`src/rtl/gts_pkg.sv`:
```
// -----------------------------------------------------------------------------
// gts_pkg
// Shared definitions for the gate truth-table sequencer:
//   - FSM state encoding (IDLE, SETTLE, SAMPLE, DONE)
//   - gate input vector width
//   - truth-table constants for common two-input gates, indexed by {a,b}
//     (bit 0 is the expected output for a=0, b=0)
//   - counter width helper
// -----------------------------------------------------------------------------
package gts_pkg;

    localparam int GTS_VEC_W = 2;

    typedef enum logic [1:0] {
        GTS_IDLE   = 2'd0,
        GTS_SETTLE = 2'd1,
        GTS_SAMPLE = 2'd2,
        GTS_DONE   = 2'd3
    } gts_state_e;

    localparam logic [3:0] TT_NAND = 4'b0111;
    localparam logic [3:0] TT_NOR  = 4'b0001;
    localparam logic [3:0] TT_AND  = 4'b1000;
    localparam logic [3:0] TT_OR   = 4'b1110;
    localparam logic [3:0] TT_XOR  = 4'b0110;

    // Width needed to hold values 0..n-1, never less than one bit.
    function automatic int gts_cnt_w(input int n);
        return (n > 1) ? $clog2(n) : 1;
    endfunction

endpackage

```
`src/rtl/gts_settle_timer.sv`:
```
// -----------------------------------------------------------------------------
// gts_settle_timer
// Loadable down-counter that times the settle interval of one vector.
// Loading sets the count to SETTLE_CYCLES-1; each decrement cycle moves it
// toward zero, so zero_o rises after SETTLE_CYCLES-1 decrements and the
// owning FSM leaves SETTLE on the SETTLE_CYCLES-th cycle.
//
// Ports:
//   clk     in   clock
//   rst     in   asynchronous active-high reset
//   load_i  in   load SETTLE_CYCLES-1 (wins over dec_i)
//   dec_i   in   decrement while non-zero
//   zero_o  out  count is zero
// -----------------------------------------------------------------------------
module gts_settle_timer
    import gts_pkg::*;
#(
    parameter int SETTLE_CYCLES = 2
) (
    input  logic clk,
    input  logic rst,
    input  logic load_i,
    input  logic dec_i,
    output logic zero_o
);

    localparam int CNT_W = gts_cnt_w(SETTLE_CYCLES);
    localparam logic [CNT_W-1:0] LOAD_VAL =
        (SETTLE_CYCLES > 0) ? CNT_W'(SETTLE_CYCLES - 1) : '0;

    logic [CNT_W-1:0] cnt_q;
    logic [CNT_W-1:0] cnt_d;

    always_comb begin
        cnt_d = cnt_q;
        if (load_i) begin
            cnt_d = LOAD_VAL;
        end else if (dec_i && (cnt_q != '0)) begin
            cnt_d = cnt_q - CNT_W'(1);
        end
    end

    always_ff @(posedge clk or posedge rst) begin
        if (rst) begin
            cnt_q <= '0;
        end else begin
            cnt_q <= cnt_d;
        end
    end

    assign zero_o = (cnt_q == '0);

endmodule

```
`src/rtl/gate_truth_sequencer.sv`:
```
// -----------------------------------------------------------------------------
// gate_truth_sequencer
// Drives a two-input gate through its four input vectors {a,b} = 00,01,10,11
// for PASSES sweeps, waits SETTLE_CYCLES after applying each vector, samples
// the gate output and compares it against the truth table TT. Reports a
// saturating mismatch count, a pass flag and a one-cycle done pulse.
//
// Optional feature macro: GTS_FAIL_CAPTURE_EN adds fail_vld/fail_vec, which
// record the vector of the first mismatch in a run.
//
// Ports:
//   clk          in   clock
//   rst          in   asynchronous active-high reset
//   start        in   run request, sampled in IDLE only
//   busy         out  high in SETTLE and SAMPLE (registered)
//   done         out  one-cycle pulse while in DONE (registered)
//   dut_a        out  gate input a (registered)
//   dut_b        out  gate input b (registered)
//   dut_y        in   gate output
//   err_cnt      out  saturating mismatch count of the last run
//   pass         out  last run completed with no mismatch
//   dbg_state_o  out  current FSM state (gts_state_e encoding)
//   fail_vld     out  (GTS_FAIL_CAPTURE_EN) a mismatch was captured this run
//   fail_vec     out  (GTS_FAIL_CAPTURE_EN) {a,b} of the first mismatch
//
// Handshake: start is a level request that is only looked at in IDLE; a
// run, once accepted, cannot be queued behind or restarted by start. done is
// a single-cycle pulse and err_cnt/pass are valid while it is high and hold
// until the next accepted start.
// -----------------------------------------------------------------------------
module gate_truth_sequencer
    import gts_pkg::*;
#(
    parameter int         SETTLE_CYCLES = 2,
    parameter int         PASSES        = 1,
    parameter logic [3:0] TT            = TT_NAND,
    parameter int         ERR_W         = 4
) (
    input  logic                 clk,
    input  logic                 rst,
    input  logic                 start,
    output logic                 busy,
    output logic                 done,
    output logic                 dut_a,
    output logic                 dut_b,
    input  logic                 dut_y,
    output logic [ERR_W-1:0]     err_cnt,
    output logic                 pass,
    output logic [1:0]           dbg_state_o
`ifdef GTS_FAIL_CAPTURE_EN
    ,
    output logic                 fail_vld,
    output logic [GTS_VEC_W-1:0] fail_vec
`endif
);

    localparam int PASS_W = gts_cnt_w(PASSES);
    localparam logic [PASS_W-1:0] LAST_PASS = PASS_W'(PASSES - 1);
    localparam bit HAS_SETTLE = (SETTLE_CYCLES > 0);
    // With no settle time a freshly applied vector is sampled on the next cycle.
    localparam gts_state_e APPLY_ST = HAS_SETTLE ? GTS_SETTLE : GTS_SAMPLE;

    gts_state_e            state_q;
    logic                  busy_q;
    logic                  done_q;
    logic                  dut_a_q;
    logic                  dut_b_q;
    logic [ERR_W-1:0]      err_cnt_q;
    logic [ERR_W-1:0]      err_cnt_d;
    logic                  pass_q;
    logic [GTS_VEC_W-1:0]  vec_idx_q;
    logic [GTS_VEC_W-1:0]  vec_idx_d;
    logic [PASS_W-1:0]     pass_idx_q;

    logic                  exp_y;
    logic                  mismatch;
    logic                  last_vec;
    logic                  tmr_load;
    logic                  tmr_dec;
    logic                  tmr_zero;

`ifdef GTS_FAIL_CAPTURE_EN
    logic                  fail_vld_q;
    logic [GTS_VEC_W-1:0]  fail_vec_q;
`endif

    // ------------------------------------------------------------------
    // Checker: case inequality so an x or z gate output counts as a miss.
    // ------------------------------------------------------------------
    assign exp_y    = TT[{dut_a_q, dut_b_q}];
    assign mismatch = (dut_y !== exp_y);
    assign last_vec = (vec_idx_q == 2'd3) && (pass_idx_q == LAST_PASS);
    assign vec_idx_d = vec_idx_q + 2'd1;

    always_comb begin
        err_cnt_d = err_cnt_q;
        if ((state_q == GTS_SAMPLE) && mismatch && !(&err_cnt_q)) begin
            err_cnt_d = err_cnt_q + ERR_W'(1);
        end
    end

    // ------------------------------------------------------------------
    // Settle timer: reloaded whenever a vector is applied.
    // ------------------------------------------------------------------
    always_comb begin
        tmr_load = 1'b0;
        if (HAS_SETTLE) begin
            if ((state_q == GTS_IDLE) && start) begin
                tmr_load = 1'b1;
            end
            if ((state_q == GTS_SAMPLE) && !last_vec) begin
                tmr_load = 1'b1;
            end
        end
    end

    assign tmr_dec = (state_q == GTS_SETTLE);

    gts_settle_timer #(
        .SETTLE_CYCLES(SETTLE_CYCLES)
    ) u_timer (
        .clk    (clk),
        .rst    (rst),
        .load_i (tmr_load),
        .dec_i  (tmr_dec),
        .zero_o (tmr_zero)
    );

    // ------------------------------------------------------------------
    // Sequencer FSM with registered outputs.
    // ------------------------------------------------------------------
    always_ff @(posedge clk or posedge rst) begin
        if (rst) begin
            state_q    <= GTS_IDLE;
            busy_q     <= 1'b0;
            done_q     <= 1'b0;
            dut_a_q    <= 1'b0;
            dut_b_q    <= 1'b0;
            err_cnt_q  <= '0;
            pass_q     <= 1'b0;
            vec_idx_q  <= '0;
            pass_idx_q <= '0;
`ifdef GTS_FAIL_CAPTURE_EN
            fail_vld_q <= 1'b0;
            fail_vec_q <= '0;
`endif
        end else begin
            case (state_q)
                GTS_IDLE: begin
                    if (start) begin
                        state_q    <= APPLY_ST;
                        busy_q     <= 1'b1;
                        err_cnt_q  <= '0;
                        pass_q     <= 1'b0;
                        dut_a_q    <= 1'b0;
                        dut_b_q    <= 1'b0;
                        vec_idx_q  <= '0;
                        pass_idx_q <= '0;
`ifdef GTS_FAIL_CAPTURE_EN
                        fail_vld_q <= 1'b0;
                        fail_vec_q <= '0;
`endif
                    end
                end

                GTS_SETTLE: begin
                    if (tmr_zero) begin
                        state_q <= GTS_SAMPLE;
                    end
                end

                GTS_SAMPLE: begin
                    err_cnt_q <= err_cnt_d;
`ifdef GTS_FAIL_CAPTURE_EN
                    // First mismatch of the run wins; later ones never overwrite it.
                    if (mismatch && !fail_vld_q) begin
                        fail_vld_q <= 1'b1;
                        fail_vec_q <= {dut_a_q, dut_b_q};
                    end
`endif
                    if (last_vec) begin
                        state_q    <= GTS_DONE;
                        busy_q     <= 1'b0;
                        done_q     <= 1'b1;
                        pass_q     <= (err_cnt_d == '0);
                        dut_a_q    <= 1'b0;
                        dut_b_q    <= 1'b0;
                        vec_idx_q  <= '0;
                        pass_idx_q <= '0;
                    end else begin
                        state_q   <= APPLY_ST;
                        vec_idx_q <= vec_idx_d;
                        dut_a_q   <= vec_idx_d[1];
                        dut_b_q   <= vec_idx_d[0];
                        if (vec_idx_q == 2'd3) begin
                            pass_idx_q <= pass_idx_q + PASS_W'(1);
                        end
                    end
                end

                GTS_DONE: begin
                    state_q <= GTS_IDLE;
                    done_q  <= 1'b0;
                end

                default: begin
                    state_q <= GTS_IDLE;
                    busy_q  <= 1'b0;
                    done_q  <= 1'b0;
                end
            endcase
        end
    end

    assign busy        = busy_q;
    assign done        = done_q;
    assign dut_a       = dut_a_q;
    assign dut_b       = dut_b_q;
    assign err_cnt     = err_cnt_q;
    assign pass        = pass_q;
    assign dbg_state_o = state_q;

`ifdef GTS_FAIL_CAPTURE_EN
    assign fail_vld = fail_vld_q;
    assign fail_vec = fail_vec_q;
`endif

endmodule

```
`config.mk`:
```
export PLATFORM = sky130hd
export DESIGN_NAME = gate_truth_sequencer
export DESIGN_NICKNAME = d
export VERILOG_FILES = /design/src/rtl/gts_pkg.sv /design/src/rtl/gts_settle_timer.sv /design/src/rtl/gate_truth_sequencer.sv
export SDC_FILE = /design/constraint.sdc
export NUM_CORES = 1
export LEC_CHECK = 0
export ABC_CLOCK_PERIOD_IN_PS = 2200
export CAP_MARGIN = 30
export CORE_MARGIN = 4
export CORE_UTILIZATION = 37
export DETAILED_ROUTE_END_ITERATION = 10
export SLEW_MARGIN = 20
export SYNTH_ARGS = -nofsm -noshare
export SYNTH_HDL_FRONTEND = slang
export SYNTH_SLANG_ARGS = --single-unit
export TNS_END_PERCENT = 100
```
`constraint.sdc`:
```
create_clock -name clk -period 2.2 [get_ports clk]
set_clock_uncertainty 0.2 [all_clocks]
set_input_delay 0.33 -clock clk [delete_from_list [all_inputs] [get_ports clk]]
set_output_delay 0.33 -clock clk [all_outputs]
set_load 0.05 [all_outputs]
```
==> out/qor.txt <==
status = completed
CTS tree = built
Cell Chain, Critical Path = clkdlybuf4s50_1
Sink Count = 13
Clock Path Buffers = 2
min-delay worst type = primary input to async pin
Max FO, Critical Path = 7
largest net degree at the start of global routing = 14
Synth Instances = 74
most frequent cells after synthesis = dfrtp_1, a21oi_1, nand2_1
Arr. time, crit path = 1.58 ns
Synth cell types = 34
DRT antenna net count = 0
Hold-fix buffers, CTS = 0
GRT Util Overall = 13.2%
RSZ-0062 raised after global routing = false
Max-cap violations = 0
share of the synthesized area in the top cell type = 44.0%
Adder-Cell Fraction of Synth Area = 5.08%
CP required = 1.67 ns
Total Neg Setup Slack = 0 ns
WL/cell = 13.1 um
final worst path period share = 95.8%
first-pass GRT wire length = 2.71 mm
Primary FF master, synth = dfrtp_1
largest family of logic cells by synthesized area = compound AO/OA/AOI/OAI gates
fraction of the mapped netlist area in compound gates = 20.3%
Psw = 0.469 mW
Ys Warns = 0
WS Path Type = register to primary output
Post-synth ARST share = 100%
syn_nets = 81
Avg Inst Size Synth = 9.99 um2
sw frac = 46.6%
synthesized area = 739 um2
die width = 52.7 um
slowest cell on the critical path = clkdlybuf4s50_1
EDFF count, synth = 0
dominant cell type by area after synthesis = dfrtp_1
share of post-route cells with drive strength above 1 = 10.0%
DP HPWL = 1.11 mm
chip height = 52.7 um
multiplexer share of the synthesized area = 1.52%
Placer Congestion = 0.769
Final setup viols = 0
die area = 0.00278 mm2
most frequent cell after synthesis = dfrtp_1
crit-path max cell delay = 0.84 ns
Iteration-0 DRC Markers = 17
clock period minus worst slack = 2.11 ns
initial antenna violation count = 0
layout overhead on the synthesized area = 23.4%
Worst-path clk slew = 0.08 ns
initial core utilization = 41.0%
Final Hold Vio Count = 0
Buf/Inv on CP = 1
worst setup path start = err_cnt[2]$_DFFE_PP0P_
kind of cell adding the most delay to the critical path = buffers and inverters
fin cells = 115
total number of vias = 599
cts bufs inserted = 3
actual slew at the worst max-slew pin = 0.501 ns
H-tree levels = 1
Slew HR = 66.5%
port buffer count = 14
number of post-CTS setup repair buffers = 0
Peak Freq = 0.475 GHz
share of total power in combinational logic = 49.2%
first-pass iteration count of the detailed router = 4
post-synthesis sequential area ratio = 44.0%
crit start category = register
post-CTS sizing = 0
via/cell ratio = 5.21
Power Internal = 0.538 mW
#FFs+latches synth = 13
Placed Instances = 111
LEAKAGE = 0.411 nW
vias in the first global route = 610
Antenna diodes = 0
FF-to-FF Start = dut_a$_DFFE_PP0P_
CTS root buf = clkbuf_4
drt drc = 0
max-slew violations = 0
pwr dens = 1100 mW/mm2
IO Count = 15
grt ovf = 0
XOR/XNOR Fraction of Synth Area = 4.57%
# rows = 15
Max rail drop VDD = 0.670 mV
sequential share of power = 36.4%
Synth area leaders = dfrtp_1, ha_1, a21oi_1, nand2b_1, buf_6
core area = 0.00180 mm2
clock power share = 14.4%
Worst Setup End Kind = primary output
simple logic cell fraction of the synthesized area = 18.8%
total wire length = 1.51 mm
Layout Nets = 98
clk_lat worst skew = 0.27 ns
per-stage QoR:
step | total power, mW | setup slack (ns) | hold slack [ns] | utilization (%) | cell area [um2]
after floorplan | 0.742 | 0.160 | 0.00696 | - | 739
after global placement | 0.867 | 0.225 | 0.284 | 49.2 | 886
after detailed placement | 0.868 | 0.176 | 0.295 | 49.2 | 886
after CTS | 1.02 | 0.0974 | 0.182 | 50.6 | 912
after global routing | 1.08 | 0.0324 | 0.206 | 50.6 | 912
final | 1.01 | 0.0933 | 0.169 | 50.6 | 912
power groups by stage:
stage / combinational, mW / sequential (mW) / clock [mW]
2_1_floorplan: 0.224 / 0.517 / 0
3_3_place_gp: 0.496 / 0.371 / 0
3_5_place_dp: 0.496 / 0.372 / 0
4_1_cts: 0.498 / 0.367 / 0.153
5_1_grt: 0.533 / 0.382 / 0.167
6_report: 0.496 / 0.366 / 0.146
path summary, 6_finish.rpt:
check	slack (ns)	depth (start not counted)	to
max in group asynchronous	1.30	2	dut_a$_DFFE_PP0P_
min in group clk	0.31	1	pass_idx_q$_DFFE_PP0P_
max reg2reg	0.28	5	err_cnt[1]$_DFFE_PP0P_
min reg2reg	0.31	1	pass_idx_q$_DFFE_PP0P_
min	0.17	2	done$_DFFE_PP0P_
max	0.09	1	err_cnt[2]
worst register-to-register path, stage by stage (launching register included):
cell	delay [ns]
dfrtp_1	0.42
ha_1	0.26
xnor2_2	0.28
nand3_2	0.14
mux2_1	0.33
a22o_1	0.18
layer usage:
layer	track usage [%]	vias to the layer above	wire length [um]
li1	-	302	-
met1	18.2	280	773
met2	19.4	13	661
met3	1.71	4	43
met4	7.66	0	28
met5	0	-	0
kinds of logic (layout without fill, tap and decap cells):
group | after synthesis | in the layout
flip-flops | 13 | 13
buffers and inverters | 7 | 23
AO/OA/AOI/OAI | 23 | 23
multiplexers | 1 | 1
AND/OR/NAND/NOR | 24 | 24
adder cells (fa/ha/maj) | 3 | 3
XOR/XNOR | 3 | 3
sequential cells by signal, summed over array words and instances (netlist names):
name,cells
err_cnt,4
done,1
dbg_state_o,2
pass_idx_q,1
pass,1
u_timer.cnt_q,1
busy,1
dut_b,1
dut_a,1
cells in the final DEF, fill, tap and decap left out, drive strengths merged, types with 3 or more instances in the layout:
| cell type | count |
|---|---|
| a21oi | 6 |
| buf | 3 |
| nor2 | 3 |
| dfrtp | 13 |
| nand3b | 3 |
| a31oi | 3 |
| nand2 | 5 |
| inv | 4 |
| clkbuf | 4 |
| o21ai | 4 |
| nand2b | 4 |
| ha | 3 |
| clkdlybuf4s50 | 12 |
layout make-up:
class | count | area (um2)
fillers | 180 | 890
well taps | 25 | 31.3
flip-flops and latches | 13 | 325
repair buffers | 15 | 143
multi-input cells | 54 | 372
inverters | 4 | 15.0
clock buffers | 4 | 26.3
No activity file was read; power rests on OpenSTA's default activity.
